$ cat src/rtl/cond_unit.sv
// ----------------------------------------------------------------------------
// cond_unit
// Conditional-execution stage that sits after the multicycle main control FSM.
// Holds the architectural NZCV flags, evaluates the instruction condition
// field against them, and gates the FSM write intents into the final
// PC / register-file / memory write strobes. Also counts retired
// instructions, split into executed and squashed, for bring-up debug.
//
// Ports:
//   clk        system clock, all state updates on the rising edge
//   reset      asynchronous active-high reset, clears all state
//   Cond       condition field Instr[31:28]
//   ALUFlags   {N,Z,C,V} produced by the ALU this cycle
//   FlagW      flag write request: [1] -> N,Z   [0] -> C,V
//   PCS        instruction writes the PC (branch or Rd==15)
//   NextPC     unconditional PC increment strobe from the FSM
//   RegW       register-file write intent from the FSM
//   MemW       memory write intent from the FSM
//   InstrDone  one-cycle pulse in the last cycle of each instruction
//   CntClr     synchronous clear of both debug counters
//   PCWrite    final PC write enable
//   RegWrite   final register-file write enable
//   MemWrite   final memory write enable
//   Flags      architectural {N,Z,C,V}
//   CondExD    condition result registered one cycle earlier
//   ExecCnt    instructions retired with the condition passed
//   SquashCnt  instructions retired with the condition failed
// ----------------------------------------------------------------------------
module cond_unit #(
   parameter int CNT_W = 16
) (
   input  logic             clk,
   input  logic             reset,
   input  logic [3:0]       Cond,
   input  logic [3:0]       ALUFlags,
   input  logic [1:0]       FlagW,
   input  logic             PCS,
   input  logic             NextPC,
   input  logic             RegW,
   input  logic             MemW,
   input  logic             InstrDone,
   input  logic             CntClr,
   output logic             PCWrite,
   output logic             RegWrite,
   output logic             MemWrite,
   output logic [3:0]       Flags,
   output logic             CondExD,
   output logic [CNT_W-1:0] ExecCnt,
   output logic [CNT_W-1:0] SquashCnt
);

   logic [3:0]       r_flags;
   logic             r_cond_ex_d;
   logic [CNT_W-1:0] r_exec_cnt;
   logic [CNT_W-1:0] r_squash_cnt;

   logic             w_n;
   logic             w_z;
   logic             w_c;
   logic             w_v;
   logic             w_cond_ex;
   logic [1:0]       w_flag_write;

   localparam logic [CNT_W-1:0] CNT_ONE = {{(CNT_W-1){1'b0}}, 1'b1};

   assign {w_n, w_z, w_c, w_v} = r_flags;

   // Condition is evaluated only against the architectural (registered)
   // flags, never against the ALU result of the current cycle.
   always_comb begin
      w_cond_ex = 1'b1;
      case (Cond)
         4'h0:    w_cond_ex = w_z;
         4'h1:    w_cond_ex = ~w_z;
         4'h2:    w_cond_ex = w_c;
         4'h3:    w_cond_ex = ~w_c;
         4'h4:    w_cond_ex = w_n;
         4'h5:    w_cond_ex = ~w_n;
         4'h6:    w_cond_ex = w_v;
         4'h7:    w_cond_ex = ~w_v;
         4'h8:    w_cond_ex = w_c & ~w_z;
         4'h9:    w_cond_ex = ~w_c | w_z;
         4'hA:    w_cond_ex = (w_n == w_v);
         4'hB:    w_cond_ex = (w_n != w_v);
         4'hC:    w_cond_ex = ~w_z & (w_n == w_v);
         4'hD:    w_cond_ex = w_z | (w_n != w_v);
         default: w_cond_ex = 1'b1;
      endcase
   end

   assign w_flag_write = FlagW & {2{w_cond_ex}};

   always_ff @(posedge clk or posedge reset) begin
      if (reset) begin
         r_flags      <= 4'b0000;
         r_cond_ex_d  <= 1'b0;
         r_exec_cnt   <= '0;
         r_squash_cnt <= '0;
      end else begin
         // Captured with the pre-edge flags, so a flag write in the same
         // cycle is seen by the condition only from the next cycle on.
         r_cond_ex_d <= w_cond_ex;
         if (w_flag_write[1]) r_flags[3:2] <= ALUFlags[3:2];
         if (w_flag_write[0]) r_flags[1:0] <= ALUFlags[1:0];
         // Clear wins over an increment arriving in the same cycle.
         if (CntClr) begin
            r_exec_cnt   <= '0;
            r_squash_cnt <= '0;
         end else if (InstrDone) begin
            if (r_cond_ex_d) r_exec_cnt   <= r_exec_cnt + CNT_ONE;
            else             r_squash_cnt <= r_squash_cnt + CNT_ONE;
         end
      end
   end

   // NextPC bypasses the condition so that fetch always advances.
   assign PCWrite   = NextPC | (PCS & r_cond_ex_d);
   assign RegWrite  = RegW & r_cond_ex_d;
   assign MemWrite  = MemW & r_cond_ex_d;
   assign Flags     = r_flags;
   assign CondExD   = r_cond_ex_d;
   assign ExecCnt   = r_exec_cnt;
   assign SquashCnt = r_squash_cnt;

endmodule
$ cat config.mk
export PLATFORM = sky130hd
export DESIGN_NAME = cond_unit
export DESIGN_NICKNAME = d
export VERILOG_FILES = /design/src/rtl/cond_unit.sv
export SDC_FILE = /design/constraint.sdc
export NUM_CORES = 1
export LEC_CHECK = 0
export CAP_MARGIN = 20
export CORE_MARGIN = 5
export CORE_UTILIZATION = 40
export CTS_BUF_LIST = sky130_fd_sc_hd__clkbuf_8
export CTS_CLUSTER_SIZE = 28
export DETAILED_ROUTE_END_ITERATION = 8
export PLACE_DENSITY = 0.7
export SLEW_MARGIN = 30
export SYNTH_ARGS = -nofsm -noshare
export SYNTH_HDL_FRONTEND = slang
export SYNTH_SLANG_ARGS = --single-unit
$ cat constraint.sdc
create_clock -name clk -period 4 [get_ports clk]
set_clock_uncertainty 0.1 [all_clocks]
set_input_delay 0.8 -clock clk [delete_from_list [all_inputs] [get_ports clk]]
set_output_delay 0.8 -clock clk [all_outputs]
set_load 0.05 [all_outputs]
==> reports/results.txt <==
Synth Area in Compound Gates: 5.74%
Post_cts resized: 0
Fill cells: 431
CTS Buf Count: 5
Ratio of cells with drive above 1 in the final layout: 7.11%
Placed Cells: 299
WP data arrival: 2.16 ns
Final setup fails: 0
Final Non-Filler Cells: 307
Max clock buf depth: 2
CTS root buf: clkbuf_8
Gp weighted congestion: 0.746
Fin. max-slew vios: 0
Leakage: 1.11 nW
DR pass1 iterations: 4
RSZ-0062 raised after global routing: false
Post-synthesis cell count: 193
Multi-input gate area: 963 sq um
Crit path capture type: primary output
First-pass GRT wire length: 7320 microns
Setup TNS: 0 ns
Largest net degree at the start of global routing: 38
Sequential share of the synthesized area: 48.3%
CTS Hold Bufs: 0
Simple-gate share of the synthesized area: 24.6%
CP required: 3.10 ns
Clock transition at path regs: 0.07 ns
Flops & latches, synth: 37
P&R area growth vs syn: 39.1%
Vias per cell: 5.07
Vias: 1556
Syn Nets: 213
Max-cap violations: 0
Peak supply drop: 0.000294 V
Fin crit share: 76.5%
Width of the die: 79.2 microns
Outcome: finished clean
Syn avg cell area: 9.93 sq um
Post-Route WL: 4280 microns
Rel. slew slack: 47.6%
Adder-Cell Fraction of Synth Area: 1.31%
DRC: 0
Gr usage total: 14.7%
Iter 0 DRT Violations: 92
Post-CTS setup buffers: 0
Count of standard-cell rows: 25
Nets: 272
Die Ht: 79.2 microns
Antenna cell count: 0
Mux contribution to synthesized area: 4.57%
CP max FO: 1
Endpoints failing hold: 0
Crit path kind: in2out
Clock sink count: 37
Worst-margin pin slew: 0.774 ns
Starting Density: 40.9%
Vias in the first global route: 1543
Port bufs: 57
Num ports: 58
Hold depth: 2
Grt ovf: 0
CP Launch Type: input pin
Post-Synth XOR/XNOR Area: 13.7%
Largest family of logic cells by synthesized area: simple AND/OR/NAND/NOR gates
Post-synthesis cell type count: 37
Wire per inst: 13.9 microns
Final antenna-violating net count: 0
Core ar.: 0.00469 sq mm
Initial antenna violation count: 0
PD cells: 448 mW/mm^2
Worst min path class: reg2reg
DIE AREA: 0.00628 sq mm
CTS tree: built
FF+latch area: 926 sq um
Mapped Area: 0.00192 sq mm
Post-DP HPWL: 3120 microns
CTS HTree Levels: 2
FMAX: 327 MHz
Clk_lat worst skew: 0.29 ns
Yosys warning count: 0
R2R depth: 5
Crit path time final: 3.06 ns
## final timing paths
| kind | from | endpoint | slack [ns] |
|---|---|---|---|
| max reg2reg | Flags[1] | Flags[3] | 1.75 |
| max in group asynchronous | reset | SquashCnt[15] | 2.65 |
| min | ExecCnt[15] | ExecCnt[15] | 0.45 |
| min in group asynchronous | reset | ExecCnt[9] | 0.81 |
| max | MemW | MemWrite | 0.94 |
| min reg2reg | ExecCnt[15] | ExecCnt[15] | 0.45 |
## state kept, by name, summed over array words and instances (netlist names)
register   cells
SquashCnt     16
CondExD        1
ExecCnt       16
Flags          4
## synthesized netlist by cell type
library cell	number	share of area (%)
dfrtp_1	37	48
nor2_1	32	6.3
xor2_1	19	8.7
nand2_1	12	2.3
nand3_1	12	3.1
xnor2_1	11	5.0
nand4_1	7	2.3
clkbuf_1	6	1.2
o21ai_0	6	1.6
a21oi_1	4	1.0
and3_1	4	1.3
and2_1	3	0.98
mux2_4	3	2.3
nor2b_1	3	0.98
nor4b_1	3	1.4
a21o_1	2	0.78
and4_1	2	0.91
ha_1	2	1.3
inv_1	2	0.39
mux2_2	2	1.2
mux2i_1	2	1.0
nor3_1	2	0.52
nor3b_1	2	0.78
or3_1	2	0.65
a22oi_1	1	0.39
a32o_1	1	0.52
and2b_2	1	0.46
and3b_1	1	0.46
buf_1	1	0.20
nand2b_1	1	0.33
nand3b_1	1	0.39
o2111a_1	1	0.59
o211ai_1	1	0.39
o21a_2	1	0.46
or2_1	1	0.33
or4_1	1	0.39
or4b_4	1	0.72
## critical path: stages
cell             delay [ns]
clkdlybuf4s50_1        0.45
and2_1                 0.11
clkdlybuf4s50_1        0.80
## area by class of cell
class,count,share of cell area (%)
Clock buffer,6,3.10
Sequential cell,37,34.7
Inverter,2,0.282
Timing Repair Buffer,59,22.0
Clock inverter,2,1.27
Tap cell,54,2.53
Multi-Input combinational cell,147,36.1
## power by group
group	switching [mW]	internal [mW]	leakage, nW	total [mW]
Sequential	0.0565	0.408	0.505	0.464
Clock	0.130	0.201	0.0626	0.331
Combinational	0.232	0.169	0.545	0.400
Total	0.419	0.777	1.11	1.20
## metal layers
| layer | routed length (microns) | GRT usage, % | up-vias |
|---|---|---|---|
| met5 | 0 | 0 | - |
| met4 | 93 | 6.70 | 0 |
| met3 | 160 | 3.29 | 9 |
| met2 | 2070 | 23.7 | 34 |
| met1 | 1960 | 18.7 | 733 |
| li1 | - | - | 780 |
## kinds of logic after synthesis
group / count (synthesis)
multiplexers: 7
XOR/XNOR: 30
flip-flops: 37
AND/OR/NAND/NOR: 91
adder cells (fa/ha/maj): 2
AO/OA/AOI/OAI: 17
buffers and inverters: 9
## cells in the final DEF, fill, tap and decap left out, drive strengths merged, types with 2 or more instances in the layout
master	Yosys	routed
a21o	2	2
a21oi	4	4
and2	3	3
and3	4	4
and4	2	2
buf	1	2
clkbuf	6	6
clkdlybuf4s50	0	57
dfrtp	37	37
ha	2	2
inv	2	3
mux2	5	5
mux2i	2	2
nand2	12	12
nand3	12	12
nand4	7	7
nor2	32	32
nor2b	3	3
nor3	2	2
nor3b	2	2
nor4b	3	3
o21ai	6	6
or3	2	2
xnor2	11	11
xor2	19	19
## stage by stage
stage	util (%)	hold slack [ns]	setup slack, ns	power, mW	cell area (sq um)
floorplan	-	0.680	1.36	0.740	1920
global placement	54.2	0.443	0.757	0.874	2540
detailed placement	54.2	0.443	0.713	0.876	2540
CTS	56.7	0.460	0.934	1.21	2660
global route	56.8	0.505	0.902	1.25	2670
finish	56.8	0.452	0.939	1.20	2670
Note: power is estimated with default switching activity, not from simulation.
